===== src/rtl/rx_phyretrain_responder.sv =====
// Receive-side PHYRETRAIN responder: waits for the partner's START_REQ, resolves the
// retrain encoding against the local one, sends START_RESP and reports completion.
module rx_phyretrain_responder #(
  parameter int unsigned SB_MSG_WIDTH   = 4,
  parameter int unsigned TIMEOUT_CYCLES = 8000,
  parameter int unsigned CNT_WIDTH      = 13
) (
  input  logic                    i_clk,
  input  logic                    i_rst_n,
  input  logic                    i_phyretrain_en,
  input  logic [SB_MSG_WIDTH-1:0] i_decoded_SB_msg,
  input  logic                    i_rx_msg_valid,
  input  logic [2:0]              i_rx_msg_info,
  input  logic [2:0]              i_local_msg_info,
  input  logic                    i_falling_edge_busy,
  output logic [SB_MSG_WIDTH-1:0] o_encoded_SB_msg_rx,
  output logic [2:0]              o_msg_info_rx,
  output logic                    o_valid_rx,
  output logic [2:0]              o_resolved_state,
  output logic                    o_phyretrain_end_rx,
  output logic                    o_timeout
);

  localparam logic [SB_MSG_WIDTH-1:0] MSG_START_REQ  = SB_MSG_WIDTH'(1);
  localparam logic [SB_MSG_WIDTH-1:0] MSG_START_RESP = SB_MSG_WIDTH'(2);
  localparam logic [CNT_WIDTH-1:0]    CNT_LAST       = CNT_WIDTH'(TIMEOUT_CYCLES - 1);

  localparam logic [2:0] ENC_TXSELFCAL = 3'b001;
  localparam logic [2:0] ENC_SPEEDIDLE = 3'b010;
  localparam logic [2:0] ENC_REPAIR    = 3'b100;

  typedef enum logic [2:0] {
    ST_IDLE,
    ST_WAIT_REQ,
    ST_SEND_RESP,
    ST_DONE,
    ST_TIMEOUT
  } state_e;

  state_e                  state_q;
  logic [CNT_WIDTH-1:0]    cnt_q;
  logic [2:0]              partner_q;
  logic [SB_MSG_WIDTH-1:0] enc_msg_q;
  logic [2:0]              msg_info_q;
  logic                    valid_q;
  logic [2:0]              resolved_q;
  logic                    end_q;
  logic                    timeout_q;

  logic       latch_c;
  logic [2:0] partner_d;
  logic [2:0] resolved_c;

  // Partner value as it will be after this edge, resolved by priority SPEEDIDLE > REPAIR > TXSELFCAL
  always_comb begin
    latch_c    = i_phyretrain_en && (state_q == ST_WAIT_REQ) && i_rx_msg_valid &&
                 (i_decoded_SB_msg == MSG_START_REQ);
    partner_d  = latch_c ? i_rx_msg_info : partner_q;
    resolved_c = ENC_TXSELFCAL;
    if (partner_d[1] || i_local_msg_info[1]) begin
      resolved_c = ENC_SPEEDIDLE;
    end else if (partner_d[2] || i_local_msg_info[2]) begin
      resolved_c = ENC_REPAIR;
    end
  end

  always_ff @(posedge i_clk or negedge i_rst_n) begin
    if (!i_rst_n) begin
      state_q    <= ST_IDLE;
      cnt_q      <= '0;
      partner_q  <= '0;
      enc_msg_q  <= '0;
      msg_info_q <= '0;
      valid_q    <= 1'b0;
      resolved_q <= '0;
      end_q      <= 1'b0;
      timeout_q  <= 1'b0;
    end else if (!i_phyretrain_en) begin
      state_q    <= ST_IDLE;
      cnt_q      <= '0;
      enc_msg_q  <= '0;
      msg_info_q <= '0;
      valid_q    <= 1'b0;
      resolved_q <= '0;
      end_q      <= 1'b0;
      timeout_q  <= 1'b0;
    end else begin
      case (state_q)
        ST_IDLE: begin
          cnt_q   <= '0;
          state_q <= ST_WAIT_REQ;
        end
        // A request on the final count still wins over the timeout
        ST_WAIT_REQ: begin
          if (latch_c) begin
            state_q    <= ST_SEND_RESP;
            partner_q  <= partner_d;
            enc_msg_q  <= MSG_START_RESP;
            msg_info_q <= resolved_c;
            resolved_q <= resolved_c;
            valid_q    <= 1'b1;
          end else if (cnt_q == CNT_LAST) begin
            state_q   <= ST_TIMEOUT;
            timeout_q <= 1'b1;
          end else begin
            cnt_q <= cnt_q + CNT_WIDTH'(1);
          end
        end
        // Busy pulses only count while our own response is pending
        ST_SEND_RESP: begin
          if (i_falling_edge_busy && valid_q) begin
            valid_q <= 1'b0;
            end_q   <= 1'b1;
            state_q <= ST_DONE;
          end
        end
        ST_DONE: begin
          end_q <= 1'b1;
        end
        ST_TIMEOUT: begin
          timeout_q <= 1'b1;
          valid_q   <= 1'b0;
        end
        default: begin
          state_q <= ST_IDLE;
        end
      endcase
    end
  end

  assign o_encoded_SB_msg_rx = enc_msg_q;
  assign o_msg_info_rx       = msg_info_q;
  assign o_valid_rx          = valid_q;
  assign o_resolved_state    = resolved_q;
  assign o_phyretrain_end_rx = end_q;
  assign o_timeout           = timeout_q;

endmodule


===== config.mk =====
export PLATFORM = sky130hd
export DESIGN_NAME = rx_phyretrain_responder
export DESIGN_NICKNAME = d
export VERILOG_FILES = /design/src/rtl/rx_phyretrain_responder.sv
export SDC_FILE = /design/constraint.sdc
export NUM_CORES = 1
export LEC_CHECK = 0
export ABC_AREA = 1
export ABC_CLOCK_PERIOD_IN_PS = 3100
export CORE_MARGIN = 2
export CORE_UTILIZATION = 63
export CTS_CLUSTER_DIAMETER = 150
export CTS_CLUSTER_SIZE = 14
export DETAILED_ROUTE_END_ITERATION = 12
export DONT_BUFFER_PORTS = 1
export HOLD_SLACK_MARGIN = 0.1
export PLACE_DENSITY = 0.79
export SLEW_MARGIN = 20
export SYNTH_ARGS = -nofsm -noshare
export SYNTH_HDL_FRONTEND = slang
export SYNTH_SLANG_ARGS = --single-unit

===== constraint.sdc =====
create_clock -name i_clk -period 3.1 [get_ports i_clk]
set_input_delay 0.775 -clock i_clk [delete_from_list [all_inputs] [get_ports i_clk]]
set_output_delay 0.775 -clock i_clk [all_outputs]
set_load 0.01 [all_outputs]

==> impl_metrics.ini, run 1 <==
[logic_synthesis]
synth_edf_count = 0
yosysWarnings = 0
synth_area_leader_cell = dfrtp_1
synth-seq-area-share = 0.381
synth_xor_area_frac = 0.0167
synth_top_cell_area_share = 0.381
synth_area_um2 = 1580
synth_compound_area_frac = 0.0683
synth-simple-area-share = 0.403
synth_mux_area_frac = 0
syn_inst = 219
synth_top_family_by_area = simple AND/OR/NAND/NOR gates
syn_avg_cell_area_um2 = 7.20
synth_fa_ha_area_frac = 0.00794
async_flop_share = 1.00
ys_ff_latch = 24
synth_cell_types = 31
synth_area_leaders = dfrtp_1, nand2_1, nand3_1, inv_1, nor2_1
synth_ff_type = dfrtp_1

[grt]
grt_pass1_vias = 1258
grt_pass1_wl_mm = 5.33
grt_max_degree = 25
antenna_found_initial = 0
grt-ovfl-total = 0
grtUsageTotal = 0.246

[critical_path]
cp-startpoint = cnt_q[0]
r2r_slack_ps = 1210
crit_chain = ha_1 > inv_1 > nor3_2 > nand3_1 > nand3_2 > nand2_1 > o21ai_1
crit_fanout = 20
ff2ff_path_depth = 7
crit_type = flop to flop
start_kind = flop
timing.rr.start = cnt_q[0]
crit_slowest_cell = dfrtp_1
critical_path.max_stage_delay_ps = 480
setup.worst_path.end = cnt_q[12]
r2r-end = cnt_q[12]
cp_data_arrival_time_ps = 2130
cp.required_ps = 3350
crit_path_end_kind = flop

[drt]
totalWireLength_mm = 3.09
dr.pass1.iters = 4
via_per_inst = 5.56
ant_nets = 0
drtIter0Drc = 35
drc = 0
vias = 1357
wl_per_cell_um = 12.6

[cells_and_area]
final_cell_count_no_fill = 244
area_growth_pct = 0.635
drive_gt1_frac = 0.0748
most-common-layout-cells = nand2_1, inv_1, dfrtp_1, nand3_1, nor2_1
fill_cells = 206
design_area_um2 = 1590
nets = 231
diodes = 0
final_common_cell = nand2_1

[floorplanning]
core_um2 = 2430
die_w_um = 54.0
die_area_um2 = 2920
dieHeight_um = 54.0
io-pin-count = 28
start_util = 0.648
row_count = 18

[clock_network]
clk_latency_ps = 320
clk_pin_slew_ps = 140
cts-root-buf = clkbuf_4
clock_sinks = 24
ctsResizeCount = 0
cts_setup_buffers = 0
cts_tree = built
hold_buffers = 0
clockBufferDepth = 2
htreeDepth = 1
cts_buffers = 3

[place]
dpl-instance-area_um2 = 1530
place.port_buffers = 0
dp_hpwl_mm = 2.31
gp_congestion = 0.813
place_inst = 240

[status]
status = complete, no violations

[power]
p_total_uw = 675
p_leak_nw = 0.773
vdd_drop_max_v = 0.000308
power_density_nw_per_um2 = 425

[sta]
period_share = 0.609
rsz0062_at_grt = false
finalMaxSlewViolations = 0
setup_tns_ps = 0
final.setup_skew_ps = 8.03
setup_viol = 0
hold_violations = 0
clock.fmax_ghz = 0.530
fin_crit_ps = 1890

[hold_path]
min_path_type = input port to asynchronous set/reset pin

[flow_run]
cap_violations = 0
## per-stage QoR
stage | hold WS [ps] | setup WS, ps | util
6_report | 125 | 1210 | 0.652
4_1_cts | 114 | 1220 | 0.652
3_3_place_gp | 457 | 1310 | 0.631
3_5_place_dp | 463 | 1260 | 0.631
5_1_grt | 108 | 1040 | 0.652
2_1_floorplan | 444 | 1440 | -
## layout make-up
cell class / instances / area, um2 / share of cell area
tap: 30 / 37.5 / 0.0237
inverter: 27 / 103 / 0.0647
multi-input combinational: 159 / 793 / 0.500
clock inverter: 1 / 30.0 / 0.0189
sequential: 24 / 601 / 0.379
clock buffer: 3 / 22.5 / 0.0142
## how the worst min path moves through the flow
| stage | from | endpoint | slack (ps) |
|---|---|---|---|
| 2_1_floorplan | partner_q[2] | partner_q[2] | 440 |
| 3_3_place_gp | partner_q[2] | partner_q[2] | 460 |
| 3_5_place_dp | partner_q[2] | partner_q[2] | 460 |
| 5_1_grt | i_rst_n | cnt_q[5] | 110 |
| 4_1_cts | i_rst_n | cnt_q[8] | 110 |
| 6_report | i_rst_n | cnt_q[8] | 120 |
## power by group
group	internal (mW)	total, mW	switching (mW)
Combinational	0.0307	0.102	0.0713
Clock	0.131	0.228	0.0975
Sequential	0.326	0.344	0.0186
## critical path, delay by kind of cell, from the launching register on
| family | cells | cell delay [ps] |
|---|---|---|
| buffers and inverters | 1 | 110 |
| flip-flops | 1 | 480 |
| adder cells (fa/ha/maj) | 1 | 330 |
| AO/OA/AOI/OAI | 1 | 110 |
| AND/OR/NAND/NOR | 4 | 800 |
## cells in the mapped netlist, types with 2 or more instances
cell,count
buf_4,6
buf_6,3
dfrtp_1,24
inv_1,25
nand2_1,66
nand3_1,22
nand3_2,3
nand4_1,11
nor2_1,21
o21ai_0,5
o21ai_1,11
o21bai_1,2
xnor2_1,2
## flip-flops by register name, summed over array words and instances, names as in the netlist
register,flops
cnt_q,13
o_encoded_SB_msg_rx,1
o_phyretrain_end_rx,1
o_resolved_state,3
o_timeout,1
o_valid_rx,1
partner_q,1
state_q,3
## routing by layer
metal,share of wire,track usage,vias to the layer above
li1,-,-,694
met1,0.43,0.327,629
met2,0.53,0.417,30
met3,0.031,0.0306,4
met4,0.0097,0.0750,0
met5,0,0,-
## logic make-up (layout without fill, tap and decap cells)
kind of cell,Yosys count,in the layout
other cells,1,3
simple gates,132,132
flops,24,24
fa+ha+maj,1,1
compound gates,20,20
buf+inv,38,31
xor+xnor,3,3
No activity file was read; power rests on OpenSTA's default activity.
==> run 2, diff against run 1 <==
Settings changed: ABC_CLOCK_PERIOD_IN_PS 3100 to 1890, CORE_UTILIZATION 63 to 62, PLACE_DENSITY 0.79 to 0.78.
Clock period 3.1 ns to 1.89 ns, I/O delays scaled along.
==> run 2 against run 1 <==
Critical path depth did not move. Sequential power rose by 63%. Largest cell class unchanged. Register-to-register slack lost 1000 ps. Utilization grew 1.9 points. Cell area increased by 2.8%. Clock skew shrank 6.8 ps. Critical path type unchanged. Via count decreased by 1.1%. Combinational power grew 88%.
==> impl_metrics.ini, run 2 (synthesized netlist as in run 1, its figures left out) <==
[drt]
wl_met1_mm = 1.33
vias = 1342
dr.pass1.iters = 4
routed-wl-met3_um = 121
via_per_inst = 5.41
drtIter0Drc = 47
maxUsedRoutingLayer = met4
drc = 0
totalWireLength_mm = 3.04
wl_per_cell_um = 12.3
route.met2.wl_mm = 1.55
ant_nets = 0

[critical_path]
crit_fanout = 20
r2r-end = cnt_q[12]
start_kind = flop
cp.required_ps = 2110
crit_type = flop to flop
cp_data_arrival_time_ps = 1910
timing.rr.start = state_q[1]
cp-startpoint = state_q[1]
ff2ff_path_depth = 7
setup.worst_path.end = cnt_q[12]
crit_path_end_kind = flop
r2r_slack_ps = 200

[hold_path]
hp-start = i_phyretrain_en
min_path_type = input port to flop

[sta]
setup_tns_ps = 0
period_share = 0.893
finalMaxSlewViolations = 0
fin_crit_ps = 1690
rsz0062_at_grt = false
hold_violations = 0
clock.fmax_ghz = 0.593
final.setup_skew_ps = 1.22
setup_viol = 0

[grt]
grt_max_degree = 25
grt_pass1_vias = 1215
antenna_found_initial = 0
grt_pass1_wl_mm = 5.04
grt-ovfl-total = 0
grtUsageTotal = 0.238

[floorplanning]
die_area_um2 = 2960
row_count = 18
core_um2 = 2430
dieHeight_um = 54.4
start_util = 0.648
die_w_um = 54.4
io-pin-count = 28

[cells_and_area]
diodes = 0
register_area_um2 = 601
final_cell_count_no_fill = 248
fill_cells = 208
multi_input_area_um2 = 793
regMostFlops = cnt_q
area_growth_pct = 3.49
largest_reg_flops = 13
drive_gt1_frac = 0.0872
utilization = 0.671
nets = 235
final_common_cell = nand2_1
most-common-layout-cells = nand2_1, inv_1, dfrtp_1, nand3_1, nor2_1

[power]
p_leak_nw = 0.797
power_density_nw_per_um2 = 693
vdd_drop_max_v = 0.000623

[clock_network]
cts_buffers = 3
cts_tree = built
cts-root-buf = clkbuf_4
ctsResizeCount = 0
clk_latency_ps = 320
htreeDepth = 1
clock_sinks = 24
clockBufferDepth = 2
clk_pin_slew_ps = 140

[place]
place_inst = 242
place.port_buffers = 0
dp_hpwl_mm = 2.21
gp_congestion = 0.815

[status]
status = complete, no violations

[flow_run]
cap_violations = 0
-- run 2: cell count changes in the layout (fill, tap and decap cells not counted), sizes merged --
| cell | delta |
|---|---|
| dlygate4sd3 | +1 |
| buf | +3 |
-- run 2: area by class of cell --
| class | count | area share |
|---|---|---|
| clock buffer | 3 | 0.0138 |
| timing repair buffer | 4 | 0.0276 |
| inverter | 27 | 0.0629 |
| clock inverter | 1 | 0.0184 |
| sequential | 24 | 0.368 |
| multi-input combinational | 159 | 0.486 |
| tap | 30 | 0.0230 |
-- run 2: routing by layer --
layer  track usage  up-vias
met5             0        -
met4        0.0875        0
met1         0.299      600
met2         0.416       36
met3        0.0301        6
li1              -      700
-- run 2: critical path, stage by stage (launching register included) --
cell	delay, ps
dfrtp_1	560
clkinv_2	140
nand3_4	150
nor2_8	60
nand3_1	100
nand3_2	300
nand2_1	170
o21ai_1	90
-- run 2: worst min path at each step --
stage	to	cells after the start
final	o_phyretrain_end_rx	2
after global routing	o_phyretrain_end_rx	2
after CTS	o_phyretrain_end_rx	2
after detailed placement	cnt_q[7]	0
after global placement	cnt_q[8]	0
after floorplan	cnt_q[0]	0
-- run 2: through the flow --
stage	power, mW	instance area [um2]	hold slack, ps	setup WS, ps
after global placement	0.737	1550	177	310
after CTS	1.14	1630	242	207
after global routing	1.18	1630	239	58.7
after detailed placement	0.744	1550	177	256
final	1.13	1630	251	202
after floorplan	0.726	1580	177	422
-- run 2: report_power, final --
part           leakage (nW)  total [mW]  internal [mW]  switching [mW]
Clock                0.0279       0.379          0.214           0.165
Sequential            0.331       0.559          0.534          0.0254
Combinational         0.439       0.192         0.0601           0.131
Total                 0.797        1.13          0.809           0.322
-- run 2: repair_timing --
item	in CTS	in global routing
endpoints found under the hold margin	24	0
hold buffers	2	0
buffers inserted	0	0
